### src/rtl/synch_fifo_param.sv
// synch_fifo_param: single-clock FIFO with arbitrary depth, programmable
// almost-full/almost-empty thresholds, live occupancy count, registered or
// first-word-fall-through read mode, and sticky overflow/underflow flags.
module synch_fifo_param #(
    parameter int DATA_W = 32,
    parameter int DEPTH  = 8,
    parameter int AF_LVL = DEPTH - 2,
    parameter int AE_LVL = 2,
    parameter bit FWFT   = 1'b0
) (
    input  logic                       clk,
    input  logic                       rst,
    input  logic                       push_en,
    input  logic [DATA_W-1:0]          push_data,
    input  logic                       pop_en,
    output logic [DATA_W-1:0]          pop_data,
    output logic                       pop_valid,
    output logic [$clog2(DEPTH+1)-1:0] count,
    output logic                       full,
    output logic                       empty,
    output logic                       almost_full,
    output logic                       almost_empty,
    output logic                       overflow,
    output logic                       underflow,
    input  logic                       clr_err
);

    localparam int CNT_W = $clog2(DEPTH + 1);
    localparam int PTR_W = (DEPTH > 2) ? $clog2(DEPTH) : 1;

    // Parameter legality is checked while elaborating so a bad instance
    // never reaches simulation or synthesis silently.
    if (DATA_W < 1) begin : g_bad_data_w
        $error("synch_fifo_param: DATA_W (%0d) must be >= 1", DATA_W);
    end
    if (DEPTH < 2) begin : g_bad_depth
        $error("synch_fifo_param: DEPTH (%0d) must be >= 2", DEPTH);
    end
    if (AF_LVL < 1 || AF_LVL > DEPTH) begin : g_bad_af
        $error("synch_fifo_param: AF_LVL (%0d) must be in 1..DEPTH", AF_LVL);
    end
    if (AE_LVL < 0 || AE_LVL > DEPTH - 1) begin : g_bad_ae
        $error("synch_fifo_param: AE_LVL (%0d) must be in 0..DEPTH-1", AE_LVL);
    end

    // Pointers wrap explicitly at DEPTH-1 so non-power-of-two depths work.
    function automatic logic [PTR_W-1:0] ptr_inc(input logic [PTR_W-1:0] p);
        if (p == PTR_W'(DEPTH - 1)) begin
            return '0;
        end
        return p + PTR_W'(1);
    endfunction

    // Sticky error flag update: a violation on this edge wins over a clear.
    function automatic logic sticky_next(input logic cur, input logic hit, input logic clr);
        if (hit) begin
            return 1'b1;
        end
        if (clr) begin
            return 1'b0;
        end
        return cur;
    endfunction

    logic [DATA_W-1:0] mem [DEPTH];
    logic [PTR_W-1:0]  wr_ptr;
    logic [PTR_W-1:0]  rd_ptr;
    logic [CNT_W-1:0]  count_q;
    logic              push_ok;
    logic              pop_ok;
    logic              overflow_q;
    logic              underflow_q;

    // Flags are pure decodes of the registered occupancy.
    always_comb begin
        full         = (count_q == CNT_W'(DEPTH));
        empty        = (count_q == '0);
        almost_full  = (count_q >= CNT_W'(AF_LVL));
        almost_empty = (count_q <= CNT_W'(AE_LVL));
        // Acceptance looks at this cycle's flags only; a simultaneous pop
        // does not make room for a push into a full FIFO (and vice versa).
        push_ok      = push_en && !full;
        pop_ok       = pop_en && !empty;
    end

    assign count     = count_q;
    assign overflow  = overflow_q;
    assign underflow = underflow_q;

    // Storage array: written on accepted pushes, never reset.
    always_ff @(posedge clk) begin
        if (push_ok) begin
            mem[wr_ptr] <= push_data;
        end
    end

    // Write/read pointers advance on their accepted operations.
    always_ff @(posedge clk) begin
        if (rst) begin
            wr_ptr <= '0;
            rd_ptr <= '0;
        end else begin
            if (push_ok) begin
                wr_ptr <= ptr_inc(wr_ptr);
            end
            if (pop_ok) begin
                rd_ptr <= ptr_inc(rd_ptr);
            end
        end
    end

    // Occupancy: a lone push adds one, a lone pop removes one.
    always_ff @(posedge clk) begin
        if (rst) begin
            count_q <= '0;
        end else if (push_ok && !pop_ok) begin
            count_q <= count_q + CNT_W'(1);
        end else if (pop_ok && !push_ok) begin
            count_q <= count_q - CNT_W'(1);
        end
    end

    // Sticky overflow/underflow, cleared by clr_err or reset.
    always_ff @(posedge clk) begin
        if (rst) begin
            overflow_q  <= 1'b0;
            underflow_q <= 1'b0;
        end else begin
            overflow_q  <= sticky_next(overflow_q, push_en && full, clr_err);
            underflow_q <= sticky_next(underflow_q, pop_en && empty, clr_err);
        end
    end

    if (FWFT) begin : g_fwft
        // Head of the queue is always visible; pop_en just retires it.
        always_comb begin
            pop_data  = mem[rd_ptr];
            pop_valid = !empty;
        end
    end else begin : g_reg_rd
        logic [DATA_W-1:0] rd_data_p1;
        logic              vld_p1;

        // ---- read stage: accepted pop captures the head, valid for one cycle
        always_ff @(posedge clk) begin
            if (rst) begin
                rd_data_p1 <= '0;
                vld_p1     <= 1'b0;
            end else begin
                vld_p1 <= pop_ok;
                if (pop_ok) begin
                    rd_data_p1 <= mem[rd_ptr];
                end
            end
        end

        assign pop_data  = rd_data_p1;
        assign pop_valid = vld_p1;
    end

    // Occupancy must never exceed the storage size.
    a_count_range: assert property (@(posedge clk) disable iff (rst) count_q <= CNT_W'(DEPTH))
        else $error("synch_fifo_param: count out of range");

    // Pointers must always address a real entry.
    a_ptr_range: assert property (@(posedge clk) disable iff (rst)
                                  (wr_ptr <= PTR_W'(DEPTH - 1)) && (rd_ptr <= PTR_W'(DEPTH - 1)))
        else $error("synch_fifo_param: pointer out of range");

endmodule

### config.mk
export PLATFORM = sky130hd
export DESIGN_NAME = synch_fifo_param
export DESIGN_NICKNAME = d
export VERILOG_FILES = /design/src/rtl/synch_fifo_param.sv
export SDC_FILE = /design/constraint.sdc
export NUM_CORES = 1
export LEC_CHECK = 0
export ABC_CLOCK_PERIOD_IN_PS = 4400
export BUFFER_PORTS_ARGS = -buffer_cell sky130_fd_sc_hd__buf_2
export CAP_MARGIN = 20
export CORE_MARGIN = 2
export CORE_UTILIZATION = 50
export DETAILED_ROUTE_END_ITERATION = 16
export GPL_TIMING_DRIVEN = 0
export PLACE_DENSITY = 0.71
export SKIP_LAST_GASP = 1
export SYNTH_ARGS = -nofsm -noshare
export SYNTH_HDL_FRONTEND = slang
export SYNTH_SLANG_ARGS = --single-unit
### constraint.sdc
create_clock -name clk -period 4.4 [get_ports clk]
set_input_delay 0 -clock clk [delete_from_list [all_inputs] [get_ports clk]]
set_output_delay 0 -clock clk [all_outputs]
set_load 0.02 [all_outputs]
==> results of run 1 <==
registers in the layout, indices dropped and copies added, names as in the netlist:
name	flops
mem	256
pop_data	32
count	4
rd_ptr	3
wr_ptr	3
overflow	1
pop_valid	1
underflow	1
per-layer routing:
| metal | up-vias | wire length [um] | part of all wire [%] | track usage, % |
|---|---|---|---|---|
| met1 | 3126 | 10180 | 42 | 29.98 |
| met2 | 254 | 11850 | 49 | 34.58 |
| li1 | 2634 | - | - | - |
| met3 | 46 | 1570 | 6.5 | 3.044 |
| met5 | - | 0 | 0 | 0 |
| met4 | 0 | 445 | 1.9 | 5.652 |
power groups by stage:
stage	combinational (mW)	sequential (mW)	clock, mW
2_1_floorplan	0.961	3.72	0
3_3_place_gp	1.57	3.56	0
3_5_place_dp	1.65	3.57	0
4_1_cts	1.70	3.51	2.70
5_1_grt	1.82	3.54	2.81
6_report	1.67	3.51	2.66
kinds of logic after synthesis:
| logic type | after synthesis | synth area share, % |
|---|---|---|
| XOR/XNOR | 2 | 0.1561 |
| adder cells (fa/ha/maj) | 8 | 0.9589 |
| flip-flops | 301 | 76.54 |
| AO/OA/AOI/OAI | 47 | 2.587 |
| buffers and inverters | 34 | 1.873 |
| multiplexers | 66 | 13.04 |
| AND/OR/NAND/NOR | 106 | 4.851 |
cells in the final DEF (no fill, tap or decap), types with 5 or more instances in the layout:
cell,count
mux4_2,64
nand2_1,10
dfxtp_1,45
o22ai_1,32
nor3_1,26
nor3_2,11
dlygate4sd3_1,36
a21oi_1,10
edfxtp_1,256
nor2_1,42
buf_4,5
buf_6,21
bufinv_16,5
clkbuf_1,17
clkbuf_16,31
ha_1,7
buf_2,87
worst max-delay path, cell delays in order, from the launching register on:
cell	delay, ns
dfxtp_1	0.40
nor4b_2	0.37
nand2b_1	0.16
buf_2	0.24
inv_2	0.09
ha_1	0.22
inv_1	0.13
ha_1	0.29
a21oi_1	0.18
a211oi_1	0.09
a31oi_1	0.19
mux2_2	0.35
layout make-up:
type                    count  area (um2)  share of cell area, %
clock buffers              42       857.1                  6.247
multi-input cells         229        2480                  18.07
repair buffers            135        1036                  7.551
flip-flops and latches    301        8588                  62.59
plain buffers              31       198.9                  1.450
inverters                   3       11.26                0.08207
clock inverters            14       198.9                  1.450
well taps                 280       350.3                  2.553
worst max path at each step:
stage              from  cells past startpoint         end
2_1_floorplan  count[1]                      6   mem[1][0]
3_3_place_gp   count[0]                      6  mem[1][16]
3_5_place_dp   count[0]                     11    count[3]
4_1_cts        count[0]                     11    count[3]
5_1_grt        count[0]                     11    count[3]
6_report       count[0]                     11    count[3]
==> impl_metrics.json, run 1 <==
{
  "crit_fanout": 9,
  "routedWlPerCell_um": 23.24,
  "p_per_area_nw_per_um2": 572.1,
  "r2r_slack_ns": 1.57,
  "hold_buffers": 36,
  "setup_viol": 0,
  "clk_pin_slew_ns": 0.06,
  "synth_top_area_share_pct": 68.51,
  "core-area_um2": 21960,
  "cts.sinks": 301,
  "place_area_um2": 12300,
  "yosysMostFrequentCell": "edfxtp_1",
  "die_area_um2": 23660,
  "synth-seq-cells": 301,
  "yosysSeqAreaShare_pct": 76.54,
  "p_switching_mw": 2.106,
  "drc": 0,
  "rows": 54,
  "maxSlewViolCount": 0,
  "cts_tree": "done",
  "synthTopCellsByArea": "edfxtp_1, mux4_2, dfxtp_1",
  "htree_levels": 1,
  "ys.flop_type": "edfxtp_1",
  "tns_ns": 0,
  "first_iter_violations": 499,
  "cts.path.max_buffers": 3,
  "port_buffers": 78,
  "final_core_util_pct": 62.48,
  "final_antenna_net_count": 0,
  "place_inst": 943,
  "drv_cap": 0,
  "yosysTopAreaCell": "edfxtp_1",
  "outcome": "completed",
  "vias": 6060,
  "pwr-share-comb_pct": 21.3,
  "initial_core_util_pct": 51.10,
  "hold_depth": 2,
  "firstDrtPassIters": 4,
  "yosys_warnings": 0,
  "drive_gt1_share_pct": 33.11,
  "synth_area_um2": 11220,
  "pwr-share-seq_pct": 44.7,
  "fin_ws_ns": 1.567,
  "p_sw_share_pct": 26.83,
  "areaGrowthSynthToFinish_pct": 22.28,
  "synth-edff-count": 256,
  "finalCriticalPeriod_ns": 2.833,
  "cts_setup_buffers": 0,
  "finalPower_mw": 7.849,
  "clockPowerShare_pct": 33.9,
  "stdcell_count": 1035,
  "clock_tree.root_cell": "clkbuf_16",
  "syn_inst": 564,
  "hold_end": "pop_data[1]",
  "synth_fp_nets": 609,
  "finalNetCount": 776,
  "dieHeight_um": 153.8,
  "p_int_mw": 5.743,
  "postLayoutCellArea_um2": 13720,
  "max_freq_mhz": 353.0,
  "skew_ns": 0.008911,
  "insertion_delay_ns": 0.54,
  "yosys.cell_types.count": 34,
  "antenna_found_initial": 0,
  "synthArstFlopShare_pct": 0,
  "crit_required_ns": 4.83,
  "rsz0062_at_grt": "no",
  "synth_commonest_cells": "edfxtp_1, mux4_2, dfxtp_1, nor2_1, o22ai_1",
  "p_leak_nw": 4.678,
  "place_ws_ns": 1.544,
  "cts_inserted_buffers": 30,
  "min_from": "rst",
  "hold_path.class": "input pin to register",
  "cp-end-kind": "register",
  "hold_viol_final": 0,
  "drt_wl_total_um": 24050,
  "via_per_inst": 5.855,
  "grt_pass1_wl_um": 37400,
  "gp_congestion": 0.7379,
  "gr-total-overflow": 0,
  "slew_headroom_pct": 40.23,
  "cp-start-kind": "register",
  "r2r-end": "count[3]",
  "fin_crit_sh_pct": 64.38,
  "tightest_slew_ns": 0.8918,
  "grt.total_usage_pct": 21.00,
  "timing.hold.ws_ns": 0.01317,
  "r2r_start": "count[0]",
  "die_w_um": 153.8,
  "fillers": 1480,
  "critPathKind": "register to register",
  "worstPathArrival_ns": 3.26,
  "ios": 80,
  "r2r_cells": 11,
  "antenna_cells": 0,
  "ir_drop_uv": 324.8,
  "synth_area_per_cell_um2": 19.89,
  "grt_pass1_vias": 6409,
  "cts_resized": 0,
  "grt_start_max_net_pins": 23,
  "dp_hpwl_um": 14840
}
Note: power is estimated with default switching activity, not from simulation.
==> inputs of run 2 (changes only) <==
Settings changed: ABC_CLOCK_PERIOD_IN_PS 4400 to 2400.
Clock period 4.4 ns to 2.4 ns, I/O delays scaled along.
==> run 2 against run 1 <==
Clock power increased by 68%; maximum frequency increased by 22%; clock skew increased by 0.0073 ns; non-clock buffer count increased by 6; sequential power increased by 84%; die area unchanged; utilization increased by 0.39 points; total power increased by 80%; first-iteration DRC count increased by 22%; critical path depth decreased by 5; worst hold slack improved by 0.25 ns; critical path type unchanged; critical endpoint is now mem[3][11]; largest cell class unchanged; largest power group unchanged.
==> impl_metrics.json, run 2 (synthesized netlist as in run 1, its figures left out) <==
{
  "maxSlewViolCount": 0,
  "timing.hold.ws_ns": 0.2651,
  "htree_levels": 1,
  "place_area_um2": 12390,
  "p_switching_mw": 3.854,
  "areaGrowthSynthToFinish_pct": 23.04,
  "top_register": "mem",
  "ios": 80,
  "p_sw_share_pct": 27.32,
  "ir_drop_uv": 618.4,
  "cts_inserted_buffers": 30,
  "outcome": "completed",
  "p_per_area_nw_per_um2": 1022,
  "cp_slowest_cell": "nor2_4",
  "clock_tree.root_cell": "clkbuf_16",
  "port_buffers": 78,
  "hold_viol_final": 0,
  "dieHeight_um": 153.8,
  "finalNetCount": 782,
  "gp_congestion": 0.7006,
  "place_ws_ns": -0.1423,
  "dp_hpwl_um": 14680,
  "hold_path.class": "input pin to register",
  "cts_tree": "done",
  "postLayoutCellArea_um2": 13810,
  "cts.sinks": 301,
  "initial_core_util_pct": 51.10,
  "die_area_um2": 23660,
  "p_int_mw": 10.25,
  "final_core_util_pct": 62.87,
  "grt.total_usage_pct": 20.45,
  "critPathKind": "register to register",
  "die_w_um": 153.8,
  "tns_ns": 0,
  "drv_cap": 0,
  "pwr-share-comb_pct": 22.7,
  "fin_crit_sh_pct": 97.08,
  "clk_pin_slew_ns": 0.06,
  "layout_commonest_cell": "edfxtp_1",
  "grt_pass1_vias": 6154,
  "drc": 0,
  "slew_headroom_pct": 44.71,
  "path_delay_family": "simple AND/OR/NAND/NOR gates",
  "setup_viol": 0,
  "routedWlPerCell_um": 22.83,
  "path_cells": "nor4b_4 -> nand2b_4 -> inv_2 -> nand2_1 -> nor2_4 -> buf_16",
  "crit_fanout": 18,
  "crit_required_ns": 2.63,
  "max_freq_mhz": 429.2,
  "final_antenna_net_count": 0,
  "via_per_inst": 5.737,
  "cp-start-kind": "register",
  "tightest_slew_ns": 0.8293,
  "pwr-share-seq_pct": 45.7,
  "grt_start_max_net_pins": 24,
  "vias": 5966,
  "rows": 54,
  "largest_reg_flops": 256,
  "final_cell_mix": "edfxtp_1, buf_2, mux4_2",
  "firstDrtPassIters": 5,
  "core-area_um2": 21960,
  "drt_wl_total_um": 23740,
  "skew_ns": 0.01617,
  "clockPowerShare_pct": 31.6,
  "first_iter_violations": 611,
  "insertion_delay_ns": 0.54,
  "finalCriticalPeriod_ns": 2.330,
  "worstPathArrival_ns": 2.56,
  "fin_ws_ns": 0.07011,
  "gr-total-overflow": 0,
  "cts.path.max_buffers": 3,
  "grt_pass1_wl_um": 36200,
  "p_leak_nw": 4.685,
  "cp-end-kind": "register",
  "antenna_cells": 0,
  "cpPeakStageDelay_ns": 0.72,
  "antenna_found_initial": 0,
  "drive_gt1_share_pct": 34.74,
  "crit_buf_inv": 2
}
run 2: final timing paths:
kind	startpoint	depth (start not counted)	slack, ns	to
setup / recovery	count[2]	6	0.07	mem[3][11]
hold / removal	push_data[7]	2	0.27	mem[6][7]
setup reg to reg	count[2]	6	0.07	mem[3][11]
hold reg to reg	pop_data[0]	2	0.49	pop_data[0]
run 2: power groups by stage:
| stage | Combinational (mW) | Sequential [mW] | Clock, mW |
|---|---|---|---|
| after floorplan | 1.82 | 6.83 | 0 |
| after global placement | 2.94 | 6.53 | 0 |
| after detailed placement | 3.08 | 6.56 | 0 |
| after CTS | 3.19 | 6.46 | 4.53 |
| after global routing | 3.45 | 6.50 | 4.73 |
| final | 3.20 | 6.45 | 4.46 |
run 2: metal layers:
metal	vias to the layer above	global-route usage, %	share of wire, %
met5	-	0	0
met3	39	3.044	6.6
met4	0	4.539	1.8
met2	217	35.29	51
li1	2642	-	-
met1	3068	28.06	41
run 2: cell type report:
cell class              instances  area, um2
plain buffers                  30      193.9
clock buffers                  42      877.1
clock inverters                13      83.83
fillers                      1494       8153
inverters                       3      17.52
multi-input cells             229       2550
flip-flops and latches        301       8601
well taps                     280      350.3
repair buffers                142       1132
run 2: through the flow:
| stage | std cells | power [mW] |
|---|---|---|
| after floorplan | 564 | 8.651 |
| after global placement | 922 | 9.476 |
| after detailed placement | 937 | 9.642 |
| after CTS | 1036 | 14.18 |
| after global routing | 1040 | 14.68 |
| final | 1040 | 14.10 |
run 2: repair_timing:
action                                  CTS  global route
pin swaps                                 2             1
buffers inserted                          8             4
endpoints found under the setup margin   38             1
hold endpoints to repair                261             0
resized for setup                         1             1
hold buffers                             37             0
run 2: worst register-to-register path: stages, from the launching register on:
cell and delay [ns]:
dfxtp_2 0.45, nor4b_4 0.08, nand2b_4 0.15, inv_2 0.11, nand2_1 0.25, nor2_4 0.72
buf_16 0.25
==> inputs of run 3 (changes only) <==
==> constraint.sdc (replaced) <==
create_clock -name clk -period 2.4 [get_ports clk]
set_input_delay 0.24 -clock clk [delete_from_list [all_inputs] [get_ports clk]]
set_output_delay 0.24 -clock clk [all_outputs]
set_load 0.02 [all_outputs]
==> run 3 against run 2 <==
Wire length is 0.68% lower; combinational power barely moved; die area is the same; clock skew is 0.00068 ns lower; clock power barely moved; non-clock buffer count fell by 3; critical path depth unchanged; cell count shrank 0.29%; total power fell by 0.19%; clock-buffer cell count unchanged; cell area shrank 0.22%; utilization decreased by 0.14 points.
==> impl_metrics.json, run 3 (synthesized netlist as in run 1, its figures left out) <==
{
  "layout_commonest_cell": "edfxtp_1",
  "dp_hpwl_um": 14680,
  "crit_required_ns": 2.64,
  "via_per_inst": 5.747,
  "outcome": "completed",
  "drc": 0,
  "p_leak_nw": 4.676,
  "hold_viol_final": 0,
  "critPathKind": "register to register",
  "rsz0062_at_grt": "no",
  "initial_core_util_pct": 51.10,
  "grt_pass1_vias": 6112,
  "gr-total-overflow": 0,
  "dieHeight_um": 153.8,
  "largest_reg_flops": 256,
  "setup_viol": 0,
  "maxSlewViolCount": 0,
  "cp-end-kind": "register",
  "grt_start_max_net_pins": 24,
  "htree_levels": 1,
  "rows": 54,
  "clock_tree.root_cell": "clkbuf_16",
  "routedWlPerCell_um": 22.74,
  "firstDrtPassIters": 5,
  "cts.path.max_buffers": 3,
  "slew_headroom_pct": 44.49,
  "drt_wl_total_um": 23580,
  "r2r_start": "count[2]",
  "finalNetCount": 779,
  "gp_congestion": 0.7006,
  "max_freq_mhz": 430.0,
  "port_buffers": 78,
  "worstPathArrival_ns": 2.56,
  "tns_ns": 0,
  "antenna_cells": 0,
  "vias": 5960,
  "fin_crit_sh_pct": 96.90,
  "die_w_um": 153.8,
  "fillers": 1494,
  "ir_drop_uv": 617.7,
  "cp-startpoint": "count[2]",
  "final_antenna_net_count": 0,
  "top_register": "mem",
  "finalCriticalPeriod_ns": 2.326,
  "ios": 80,
  "core-area_um2": 21960,
  "hold_path.class": "input pin to register",
  "grt.total_usage_pct": 20.35,
  "crit_fanout": 18,
  "skew_ns": 0.01549,
  "min_from": "clr_err",
  "final_core_util_pct": 62.74,
  "p_per_area_nw_per_um2": 1022,
  "drv_cap": 0,
  "tightest_slew_ns": 0.8326,
  "final_cell_mix": "edfxtp_1, buf_2, mux4_2",
  "areaGrowthSynthToFinish_pct": 22.77,
  "grt_pass1_wl_um": 36010,
  "die_area_um2": 23660,
  "cp-start-kind": "register",
  "insertion_delay_ns": 0.54,
  "cts_tree": "done",
  "first_iter_violations": 619,
  "clk_pin_slew_ns": 0.06,
  "cts.sinks": 301,
  "drive_gt1_share_pct": 34.87,
  "antenna_found_initial": 0,
  "cts_inserted_buffers": 30
}
## run 3: cell types whose count changed in the layout (fill, tap and decap cells not counted)
cell and delta:
dlygate4sd3_1 -3
## run 3: repair_timing
item	CTS	global route
buffers inserted	8	4
pin swaps	2	1
hold buffers	34	0
gates resized for setup	1	1
hold endpoints to repair	258	0
setup endpoints to repair	38	1
## run 3: through the flow
stage	setup WS [ns]	hold WS, ns	power [mW]	std cells	cell area [um2]
after floorplan	-0.1776	0.3389	8.651	564	11350
after global placement	-1.492	0.4740	9.476	922	12090
after detailed placement	-0.1423	0.4787	9.642	937	12390
after CTS	0.002198	0.001989	14.16	1033	13740
after global routing	0.01055	0.04109	14.66	1037	13780
final	0.07449	0.01533	14.08	1037	13780
## run 3: path summary, 6_finish.rpt
check	cells past startpoint	slack (ns)	endpoint
setup / recovery	6	0.07	mem[3][11]
setup reg to reg	6	0.07	mem[3][11]
hold reg to reg	2	0.49	pop_data[0]
hold / removal	4	0.02	overflow
## run 3: report_power, final
part / internal, mW / total (mW) / switching (mW) / leakage, nW
clock: 2.63 / 4.45 / 1.82 / 0.480
combinational: 1.42 / 3.18 / 1.76 / 1.50
sequential: 6.19 / 6.45 / 0.260 / 2.70
total: 10.2 / 14.1 / 3.84 / 4.68
## run 3: cell type report
class                      instances  area (um2)  share of cell area (%)
buffer                            30       193.9                   1.408
clock buffer                      42       877.1                   6.367
clock inverter                    13       83.83                  0.6085
inverter                           3       17.52                  0.1272
multi-input combinational        229        2550                   18.51
sequential                       301        8601                   62.43
tap                              280       350.3                   2.543
timing repair buffer             139        1102                   8.002
## run 3: routing by layer
layer / share of wire [%] / global-route usage, % / wire (um) / up-vias
met1: 40 / 27.98 / 9548 / 3049
li1: - / - / - / 2635
met5: 0 / 0 / 0 / -
met4: 1.8 / 4.539 / 418 / 0
met3: 7.1 / 3.072 / 1666 / 39
met2: 51 / 35.01 / 11950 / 237
## run 3: critical path, stage by stage, from the launching register on
cell and delay [ns]:
dfxtp_2 0.45, nor4b_4 0.08, nand2b_4 0.15, inv_2 0.10, nand2_1 0.25, nor2_4 0.73, buf_16 0.24
